==> config.mk <==
export PLATFORM = sky130hd
export DESIGN_NAME = spi_frame_master
export DESIGN_NICKNAME = d
export VERILOG_FILES = /design/src/rtl/spi_frame_master.sv
export SDC_FILE = /design/constraint.sdc
export NUM_CORES = 1
export LEC_CHECK = 0
export ABC_AREA = 1
export BUFFER_PORTS_ARGS = -buffer_cell sky130_fd_sc_hd__buf_2
export CORE_ASPECT_RATIO = 1.4
export CORE_UTILIZATION = 35
export CTS_CLUSTER_DIAMETER = 80
export DETAILED_ROUTE_END_ITERATION = 6
export GPL_ROUTABILITY_DRIVEN = 0
export SLEW_MARGIN = 20
export SYNTH_ARGS = -nofsm -noshare
export SYNTH_HDL_FRONTEND = slang
export SYNTH_SLANG_ARGS = --single-unit
==> constraint.sdc <==
create_clock -name clk -period 2.4 [get_ports clk]
set_clock_uncertainty 0.2 [all_clocks]
set_input_delay 0.12 -clock clk [delete_from_list [all_inputs] [get_ports clk]]
set_output_delay 0.12 -clock clk [all_outputs]
set_load 0.02 [all_outputs]
==> src/rtl/spi_frame_master.sv <==
// SPI master: one full-duplex frame of NBYTES bytes per start, all four
// SPI modes, programmable sclk divider and inter-byte gap.
module spi_frame_master #(
    parameter int NBYTES   = 5,
    parameter int CLK_DIV  = 50,
    parameter int BYTE_GAP = 0,
    parameter bit CPOL     = 1'b0,
    parameter bit CPHA     = 1'b0
) (
    input  logic                clk,
    input  logic                rst,
    input  logic                start,
    input  logic [8*NBYTES-1:0] tx_bytes,
    output logic                busy,
    output logic                done,
    output logic [8*NBYTES-1:0] rx_bytes,
    output logic                ss_n,
    output logic                sclk,
    output logic                mosi,
    input  logic                miso
);
    localparam int NBITS = 8 * NBYTES;
    localparam int DW = (CLK_DIV > 1) ? $clog2(CLK_DIV) : 1;
    localparam int GW = (BYTE_GAP > 0) ? $clog2(BYTE_GAP + 1) : 1;
    localparam int BW = $clog2(NBITS);

    localparam logic [DW-1:0] DIV_LAST = DW'(CLK_DIV - 1);
    localparam logic [GW-1:0] GAP_LAST = GW'((BYTE_GAP > 0) ? BYTE_GAP - 1 : 0);
    localparam logic [BW-1:0] BIT_LAST = BW'(NBITS - 1);

    typedef enum logic [2:0] {IDLE, SETUP, XFER, GAP, HOLD, DONE} state_t;

    state_t           state, state_nx;
    logic [DW-1:0]    div_cnt, div_nx;
    logic [GW-1:0]    gap_cnt, gap_nx;
    logic [BW-1:0]    bit_cnt, bit_nx;
    logic             half, half_nx;
    logic [NBITS-1:0] tx_sh, tx_nx;
    logic [NBITS-1:0] rx_sh, rx_nx;
    logic [NBITS-1:0] rx_bytes_nx;
    logic             ss_nx, sclk_nx, mosi_nx;
    logic             div_end;

    always_ff @(posedge clk) begin
        if (rst) begin
            state    <= IDLE;
            div_cnt  <= '0;
            gap_cnt  <= '0;
            bit_cnt  <= '0;
            half     <= 1'b0;
            tx_sh    <= '0;
            rx_sh    <= '0;
            rx_bytes <= '0;
            ss_n     <= 1'b1;
            sclk     <= CPOL;
            mosi     <= 1'b0;
        end else begin
            state    <= state_nx;
            div_cnt  <= div_nx;
            gap_cnt  <= gap_nx;
            bit_cnt  <= bit_nx;
            half     <= half_nx;
            tx_sh    <= tx_nx;
            rx_sh    <= rx_nx;
            rx_bytes <= rx_bytes_nx;
            ss_n     <= ss_nx;
            sclk     <= sclk_nx;
            mosi     <= mosi_nx;
        end
    end

    assign busy = (state != IDLE) && (state != DONE);
    assign done = (state == DONE);

    // Pin values are computed for the next state so sclk/ss_n/mosi come straight from flops.
    always_comb begin
        state_nx    = state;
        div_nx      = div_cnt;
        gap_nx      = gap_cnt;
        bit_nx      = bit_cnt;
        half_nx     = half;
        tx_nx       = tx_sh;
        rx_nx       = rx_sh;
        rx_bytes_nx = rx_bytes;
        ss_nx       = ss_n;
        sclk_nx     = sclk;
        mosi_nx     = mosi;
        div_end     = (div_cnt == DIV_LAST);
        unique case (state)
            IDLE, DONE: begin
                state_nx = IDLE;
                ss_nx    = 1'b1;
                sclk_nx  = CPOL;
                mosi_nx  = 1'b0;
                if (start) begin
                    state_nx = SETUP;
                    div_nx   = '0;
                    gap_nx   = '0;
                    bit_nx   = '0;
                    half_nx  = 1'b0;
                    tx_nx    = tx_bytes;
                    rx_nx    = '0;
                    ss_nx    = 1'b0;
                    mosi_nx  = CPHA ? 1'b0 : tx_bytes[NBITS-1];
                end
            end
            SETUP: begin
                div_nx = div_cnt + 1'b1;
                if (div_end) begin
                    state_nx = XFER;
                    div_nx   = '0;
                end
            end
            XFER: begin
                div_nx = div_cnt + 1'b1;
                if (div_end) begin
                    div_nx  = '0;
                    half_nx = ~half;
                    if (!half) begin
                        sclk_nx = ~CPOL;
                        if (!CPHA) rx_nx = {rx_sh[NBITS-2:0], miso};
                        else mosi_nx = tx_sh[NBITS-1];
                    end else begin
                        sclk_nx = CPOL;
                        if (CPHA) rx_nx = {rx_sh[NBITS-2:0], miso};
                        tx_nx  = {tx_sh[NBITS-2:0], 1'b0};
                        if (!CPHA) mosi_nx = tx_sh[NBITS-2];
                        bit_nx = bit_cnt + 1'b1;
                        if (bit_cnt == BIT_LAST) state_nx = HOLD;
                        else if (bit_cnt[2:0] == 3'd7 && BYTE_GAP > 0) state_nx = GAP;
                    end
                end
            end
            GAP: begin
                gap_nx = gap_cnt + 1'b1;
                if (gap_cnt == GAP_LAST) begin
                    state_nx = XFER;
                    gap_nx   = '0;
                end
            end
            HOLD: begin
                div_nx = div_cnt + 1'b1;
                if (div_end) begin
                    state_nx    = DONE;
                    div_nx      = '0;
                    rx_bytes_nx = rx_sh;
                    ss_nx       = 1'b1;
                    mosi_nx     = 1'b0;
                end
            end
            default: state_nx = IDLE;
        endcase
    end
endmodule

==> results of run 1 <==
==> timing repair <==
action | 4_1_cts | 5_1_grt
hold buffers | 43 | 0
endpoints found under the setup margin | 0 | 0
hold endpoints to repair | 69 | 0
==> cell type report <==
| cell class | count | area (um^2) |
|---|---|---|
| timing repair buffer | 145 | 1030 |
| sequential | 138 | 2760 |
| tap | 203 | 254 |
| multi-input combinational | 644 | 2740 |
| fill | 1779 | 9200 |
| clock inverter | 12 | 149 |
| inverter | 61 | 229 |
| clock buffer | 19 | 453 |
==> sequential cells by signal (all words and copies together), names as in the netlist, 3 cells and up <==
| signal | count |
|---|---|
| bit_cnt | 6 |
| rx_bytes | 40 |
| rx_sh | 40 |
| state | 3 |
| div_cnt | 6 |
| tx_sh | 39 |
==> cell families (layout without fill, tap and decap cells) <==
| group | Yosys count | after routing | share of synthesized area (%) |
|---|---|---|---|
| AO/OA/AOI/OAI | 105 | 105 | 8.79 |
| XOR/XNOR | 1 | 1 | 0.145 |
| flip-flops | 138 | 138 | 45.8 |
| adder cells (fa/ha/maj) | 3 | 3 | 0.622 |
| buffers and inverters | 114 | 237 | 8.87 |
| AND/OR/NAND/NOR | 535 | 535 | 35.8 |
==> cell usage after synthesis (4+ instances only) <==
cell and number:
nand2_1 279, nor2_1 174, dfxtp_1 138, nand3_1 68, inv_1 55, a21oi_1 54, o21ai_0 48, clkbuf_1 23
buf_2 13, buf_4 8, buf_6 8, inv_2 4
==> per-stage QoR <==
stage | std cells | area [um^2] | power, mW | hold slack, ns | utilization (%)
2_1_floorplan | 896 | 6030 | 5.24 | 0.0842 | -
3_3_place_gp | 1148 | 6580 | 5.65 | 0.198 | 39.1
3_5_place_dp | 1148 | 6580 | 5.66 | 0.206 | 39.1
4_1_cts | 1222 | 7610 | 8.40 | 0.274 | 45.3
5_1_grt | 1222 | 7610 | 8.97 | 0.289 | 45.3
6_report | 1222 | 7610 | 8.31 | 0.272 | 45.3
==> critical path: cells and delay by family, from the launching register on <==
kind	cells	cell delay (ns)
buffers and inverters	2	0.56
and+or+nand+nor	5	0.58
DFF	1	0.35
AOI/OAI and AO/OA	2	0.20
==> layer usage <==
layer  track usage (%)  up-vias
met3              3.23       18
met2              28.4       86
met5                 0        -
li1                  -     3007
met4              7.33        0
met1              19.1     2496
==> where the power goes <==
part / total [mW] / switching, mW / internal [mW]
clock network: 2.67 / 0.991 / 1.67
registers: 2.78 / 0.171 / 2.61
logic: 2.87 / 1.90 / 0.961
==> final timing paths <==
path / slack [ns] / cells after the start / start / endpoint
max: 0.42 / 9 / state[0] / rx_sh[33]
max reg2reg: 0.42 / 9 / state[0] / rx_sh[33]
min: 0.27 / 2 / rx_sh[39] / rx_sh[39]
min reg2reg: 0.27 / 2 / rx_sh[39] / rx_sh[39]
==> impl_metrics.toml, run 1 <==
[global_route]
grt_start_max_net_pins = 64
grt_pass1_vias = 5107
grt_pass1_wl_um = 23100
track_usage_pct = 16.2
antenna_found_initial = 0
grt_overflow = 0

[timing]
finalMaxSlewViolations = 0
period_share_pct = 82.6
min_period_ns = 1.98
timing.setup.tns_ns = 0
hold_violations = 0
max_freq_mhz = 505
slew_headroom_pct = 49.8
fin_ws_ns = 0.418
final-setup-viol-count = 0
rsz0062_at_grt = "false"
worst_slew_pin_slew_ns = 0.745

[place]
hpwl_um = 8460
place_worst_setup_slack_ns = 0.428
port_buffers = 88

[critical_path]
critPathMaxStageDelay_ns = 0.37
cp_max_fo = 40
critPathArrivalTime_ns = 2.13
crit_path_start_kind = "flip-flop"
worstPathRequired_ns = 2.55
crit_path_end_kind = "flip-flop"
path_cells = "nor2_2 -> nand2_2 -> buf_4 -> nor2_1 -> a21oi_1 -> nand2_1 -> buf_4 -> nand2_1 -> a21oi_1"
slowest_stage = "buf_4"
crit_type = "flip-flop to flip-flop"

[floorplan]
die-height_um = 157
pin_count = 89
row_count = 56
die_area_um2 = 17800
core_um2 = 16800
die_x_um = 113
initial_core_util_pct = 35.9

[route]
drc = 0
antenna_left = 0
met1_length_um = 6510
wl_met2_um = 6640
drt-total-wl_um = 13800
vias = 5607
topRoutingLayerUsed = "met4"
wl_met3_um = 437
dr.pass1.iters = 4
drtIter0Drc = 313
post_drt_via_cell_ratio = 4.59
wire_per_inst_um = 11.3

[final_layout]
mostFrequentLayoutCells = "nand2_1 (278), nor2_1 (173), dfxtp_1 (138), buf_2 (88), nand3_1 (68)"
num_antenna_cells = 0
drive_gt1_share_pct = 14.7
final_nets = 1054
final_common_cell = "nand2_1"
synthToLayoutAreaGrowth_pct = 26.2

[clocking]
cts.clk_slew.worst_paths_ns = 0.06
clock-sinks = 138
cts_resized = 0
clockBufferDepth = 2
post_cts.repair.setup_buffers = 0
numCtsBuffers = 17
insertion_delay_ns = 0.42
cts.root.buffer_cell = "clkbuf_16"
htreeDepth = 4
cts_tree = "built"

[power_and_ir_drop]
power.static_leakage_nw = 3.73
p_per_area_nw_per_um2 = 1090
ir_worst_vdd_v = 0.000657

[worst_hold_path]
hold_class = "flip-flop to flip-flop"

[logic_synthesis]
yosysSeqAreaShare_pct = 45.8
synth.distinct_cells = 27
synth.area.top_cells = "dfxtp_1 (46%), nand2_1 (17%), nor2_1 (11%)"
async_flop_share_pct = 0
ys.flop_type = "dfxtp_1"
synth_seq_cells = 138
synth-edff-count = 0
netlist_instances = 896
syn_area_um2 = 6030
syn_avg_cell_area_um2 = 6.73
synth_top_cell_by_area = "dfxtp_1"
syn_nets = 943
yosys_warnings = 0
synth_top_area_share_pct = 45.8

[run_status]
status = "finished, final reports clean"

[run]
cap_violations = 0
Note: power is estimated with default switching activity, not from simulation.
==> run 2, diff against run 1 <==
Clock period 2.4 ns to 1.77 ns, I/O delays scaled along.
==> run 2 against run 1 <==
Against the previous run:
- first-iteration DRC count is 14% lower
- utilization grew 3.4 points
- critical path depth down 3
- sequential share of layout area is 2.4 points lower
- worst setup slack lost 0.36 ns
- largest power group unchanged
- wire length increased by 11%
- largest cell class is now multi-input gates
- combinational power rose by 91%
- critical endpoint is now busy
==> impl_metrics.toml, run 2 (same netlist as run 1, synthesis figures left out) <==
[place]
postPlaceCellArea_um2 = 6770
placedCellCount = 1169
place_worst_setup_slack_ns = -0.0637
hpwl_um = 9090
port_buffers = 88

[route]
post_drt_via_cell_ratio = 4.63
drc = 0
drtIter0Drc = 268
dr.pass1.iters = 7
antenna_left = 0
drt-total-wl_um = 15300
vias = 5820
wire_per_inst_um = 12.2

[final_layout]
fillCellCount = 1678
design_area_um2 = 8190
mostFrequentLayoutCells = "nand2_1 (272), nor2_1 (151), dfxtp_1 (134), buf_2 (87), nand3_1 (67)"
layout.cells.non_filler = 1256
synthToLayoutAreaGrowth_pct = 35.7
final_common_cell = "nand2_1"
post-route-util_pct = 48.7
num_antenna_cells = 0
final_nets = 1088
multiInputGateArea_um2 = 2890
register_area_um2 = 2770
largestRegisters = "rx_bytes x40, rx_sh x40, tx_sh x39"
drive_gt1_share_pct = 20.9

[global_route]
antenna_found_initial = 0
grt_overflow = 0
grt_pass1_wl_um = 24200
grt_start_max_net_pins = 52
grt_pass1_vias = 5351
track_usage_pct = 17.0

[critical_path]
critPathArrivalTime_ns = 1.42
cp_max_fo = 5
worstPathRequired_ns = 1.48
critPathMaxStageDelay_ns = 0.36
crit_type = "flip-flop to output pin"
path_cells = "nor2_4 -> nand2_2 -> nand2_4 -> inv_2 -> buf_4 -> buf_6"
slowest_stage = "dfxtp_4"
crit_path_end_kind = "output pin"
crit_path_start_kind = "flip-flop"

[floorplan]
die_x_um = 113
core_um2 = 16800
die_area_um2 = 17800
initial_core_util_pct = 35.9
pin_count = 89
die-height_um = 157
row_count = 56

[clocking]
clockBufferDepth = 2
htreeDepth = 4
insertion_delay_ns = 0.42
numCtsBuffers = 17
cts.root.buffer_cell = "clkbuf_16"
cts_tree = "built"
clock-sinks = 138
cts.clk_slew.worst_paths_ns = 0.06

[timing]
final-setup-viol-count = 0
slew_headroom_pct = 63.5
period_share_pct = 96.7
hold_violations = 0
max_freq_mhz = 584
min_period_ns = 1.71
worst_slew_pin_slew_ns = 0.548
finalMaxSlewViolations = 0
fin_ws_ns = 0.0584

[power_and_ir_drop]
ir_worst_vdd_v = 0.000714
p_per_area_nw_per_um2 = 1590
power.static_leakage_nw = 3.98
finalPower_mw = 13.1

[worst_hold_path]
hold_class = "flip-flop to flip-flop"

[run]
cap_violations = 0

[run_status]
status = "finished, final reports clean"
[run 2: critical path: cells and delay by family, from the launching register on]
kind | cells | cell delay [ns]
buffers and inverters | 3 | 0.32
and+or+nand+nor | 3 | 0.32
DFF | 1 | 0.36
[run 2: metrics by stage]
stage / hold slack [ns] / TNS, ns
final: 0.269 / 0
after global routing: 0.278 / -0.183
after CTS: 0.267 / -0.00941
after detailed placement: 0.180 / -2.49
after global placement: 0.169 / -0.583
after floorplan: 0.0527 / 0
[run 2: cell type report]
cell class	instances	share of cell area, %
clock buffer	19	5.41
clock inverter	12	2.12
inverter	61	2.86
multi-input combinational	644	35.2
sequential	138	33.9
tap	203	3.10
timing repair buffer	179	17.4
[run 2: metal layers]
metal	wire length, um	global-route usage (%)	share of wire (%)
met4	133	6.89	0.87
met3	615	3.43	4.0
met1	6870	20.0	45
met5	0	0	0
met2	7660	30.0	50
[run 2: final timing paths]
kind	start	endpoint	slack (ns)	cells past startpoint
min reg2reg	rx_sh[39]	rx_sh[39]	0.27	2
max	state[0]	busy	0.06	6
min	rx_sh[39]	rx_sh[39]	0.27	2
max reg2reg	state[0]	tx_sh[14]	0.06	10
[run 2: what timing repair did]
action / CTS / global route
cloned: 1 / 5
hold endpoints to repair: 55 / 0
pin swaps: 1 / 10
setup endpoints to repair: 81 / 93
buffers inserted: 1 / 8
hold buffers: 43 / 0
resized for setup: 9 / 58
[run 2: power breakdown]
group / total, mW / internal, mW / switching (mW)
Clock: 3.73 / 2.38 / 1.36
Sequential: 3.83 / 3.55 / 0.283
Combinational: 5.49 / 2.34 / 3.15
Total: 13.1 / 8.27 / 4.78
==> run 3, diff against run 2 <==
Settings changed: CAP_MARGIN from default to 5, CORE_MARGIN from default to 2, PLACE_DENSITY_LB_ADDON from default to 0.08.
==> run 3 against run 2 <==
Against the previous run:
- utilization rose by 1.9 points
- fmax decreased by 1.2%
- design area increased by 3.9%
- worst setup slack got worse by 0.021 ns
- sequential power shrank 1%
- combinational power increased by 18%
- worst hold slack worse by 0.0050 ns
- sequential share of layout area down 1.2 points
- largest cell class unchanged
- final cell count increased by 1.4%
==> impl_metrics.toml, run 3 (same netlist as run 1, synthesis figures left out) <==
[run_status]
status = "finished, final reports clean"

[timing]
min_period_ns = 1.73
final-setup-viol-count = 0
worst_slew_pin_slew_ns = 0.597
finalMaxSlewViolations = 0
max_freq_mhz = 577
slew_headroom_pct = 60.2
period_share_pct = 97.9
rsz0062_at_grt = "true"
hold_violations = 0

[power_and_ir_drop]
sw_frac_of_total_pct = 37.0
ir_worst_vdd_v = 0.000605
p_clk_share_pct = 26.3
finalPower_mw = 13.9
p_sw_mw = 5.15
internal-power_mw = 8.78
p_per_area_nw_per_um2 = 1640
pwr-share-seq_pct = 27.2
power.static_leakage_nw = 4.15
comb_power_share_pct = 46.4

[critical_path]
timing.rr.start = "div_cnt[1]"
worstPathRequired_ns = 1.86
cp_max_fo = 7
cp_top_family = "simple AND/OR/NAND/NOR gates"
slowest_stage = "dfxtp_2"
reg2reg_depth = 10
crit_path_frequent_cell = "nand2_8"
crit_type = "flip-flop to flip-flop"
cp.buffers_inverters = 2
cp-startpoint = "div_cnt[1]"
crit_path_start_kind = "flip-flop"
path_cells = "inv_2 -> ha_4 -> nand3_2 -> nor2_2 -> nand2_2 -> nand2_8 -> nand2_8 -> clkbuf_16 -> nand2_1 -> a21oi_1"
critPathMaxStageDelay_ns = 0.32
crit_path_end_kind = "flip-flop"
critPathArrivalTime_ns = 1.82
rr_endpoint = "rx_sh[24]"
crit_cells = 10
rrSetupSlack_ns = 0.04

[clocking]
cts.root.buffer_cell = "clkbuf_16"
numCtsBuffers = 17
clockBufferDepth = 2
cts.clk_slew.worst_paths_ns = 0.06
insertion_delay_ns = 0.43
clock-sinks = 138
htreeDepth = 4
cts_tree = "built"

[global_route]
grt_start_max_net_pins = 52
grt_pass1_wl_um = 25400
met2_usage_pct = 29.2
grt-busiest-layer = "met2"
track_usage_pct = 17.1
met3_usage_pct = 3.84
antenna_found_initial = 0
grt_overflow = 0
use_met1_pct = 20.6
grt_pass1_vias = 5365

[route]
vias = 5855
post_drt_via_cell_ratio = 4.60
wire_per_inst_um = 13.0
antenna_left = 0
drc = 0
drtIter0Drc = 235
dr.pass1.iters = 4
drt-total-wl_um = 16600

[worst_hold_path]
worstHoldEndpoint = "rx_sh[39]"
min_from = "rx_sh[39]"
hold_class = "flip-flop to flip-flop"
hold_depth = 2

[floorplan]
die-height_um = 159
die_area_um2 = 18300
initial_core_util_pct = 35.9
row_count = 56
pin_count = 89
core_um2 = 16800
die_x_um = 115

[final_layout]
fillCellCount = 1694
final_common_cell = "nand2_1"
synthToLayoutAreaGrowth_pct = 41.0
mostFrequentLayoutCells = "nand2_1 (255), nor2_1 (170), dfxtp_1 (132), buf_2 (88), nand3_1 (65)"
largestRegisters = "rx_bytes x40, rx_sh x40, tx_sh x39"
post-route-util_pct = 50.6
register_area_um2 = 2780
layout.cells.non_filler = 1273
drive_gt1_share_pct = 22.8
num_antenna_cells = 0
final_nets = 1104
multiInputGateArea_um2 = 2960

[place]
placedCellCount = 1178
port_buffers = 88
hpwl_um = 9590

[run]
cap_violations = 0
-- run 3: changes by cell type in the layout (fill, tap and decap cells not counted), sizes merged --
| cell | change |
|---|---|
| buf | +8 |
| clkbuf | +8 |
| inv | +3 |
| clkinvlp | -2 |
| bufinv | -1 |
| clkinv | +1 |
-- run 3: layout make-up --
type,count,area share [%]
clock buffers,19,5.09
multi-input cells,644,34.8
inverters,61,2.72
flip-flops and latches,138,32.6
clock inverters,13,1.97
repair buffers,195,19.8
well taps,203,2.98
-- run 3: repair_timing --
item | CTS | global route
setup endpoints to repair | 83 | 130
hold endpoints to repair | 59 | 0
cloned | 0 | 13
resized for setup | 5 | 62
hold buffers | 43 | 0
setup buffers | 0 | 7
pin swaps | 1 | 11
-- run 3: routing by layer --
layer	vias to the layer above	routed length, um
met1	2644	7410
li1	3117	-
met2	80	8440
met3	14	532
met4	0	227
met5	-	0
-- run 3: worst max path at each step --
stage	to	slack, ns
floorplan	bit_cnt[5]	0.11
global placement	tx_sh[36]	-0.08
detailed placement	tx_sh[25]	-0.08
CTS	state[2]	0.0002
global route	rx_sh[18]	-0.05
finish	rx_sh[24]	0.04
-- run 3: power by group through the flow --
| stage | clock network, mW | logic (mW) | registers [mW] |
|---|---|---|---|
| finish | 3.67 | 6.47 | 3.79 |
| global route | 3.89 | 7.13 | 3.84 |
| CTS | 3.77 | 4.63 | 3.76 |
| detailed placement | 0 | 4.50 | 3.82 |
| global placement | 0 | 4.49 | 3.82 |
| floorplan | 0 | 3.29 | 3.81 |
-- run 3: tightest hold or removal path, cell delays in order (launching register included) --
cell,delay [ns]
dfxtp_1,0.31
nand2_2,0.07
a21oi_2,0.04
-- run 3: through the flow --
stage	setup TNS [ns]	instance area, um^2	hold WS, ns	worst slack (ns)
floorplan	0	6030	0.0527	0.106
global placement	-3.67	6900	0.187	-0.0797
detailed placement	-2.29	6900	0.188	-0.0755
CTS	0	7940	0.271	0.000191
global route	-1.35	8510	0.294	-0.0514
finish	0	8510	0.264	0.0373
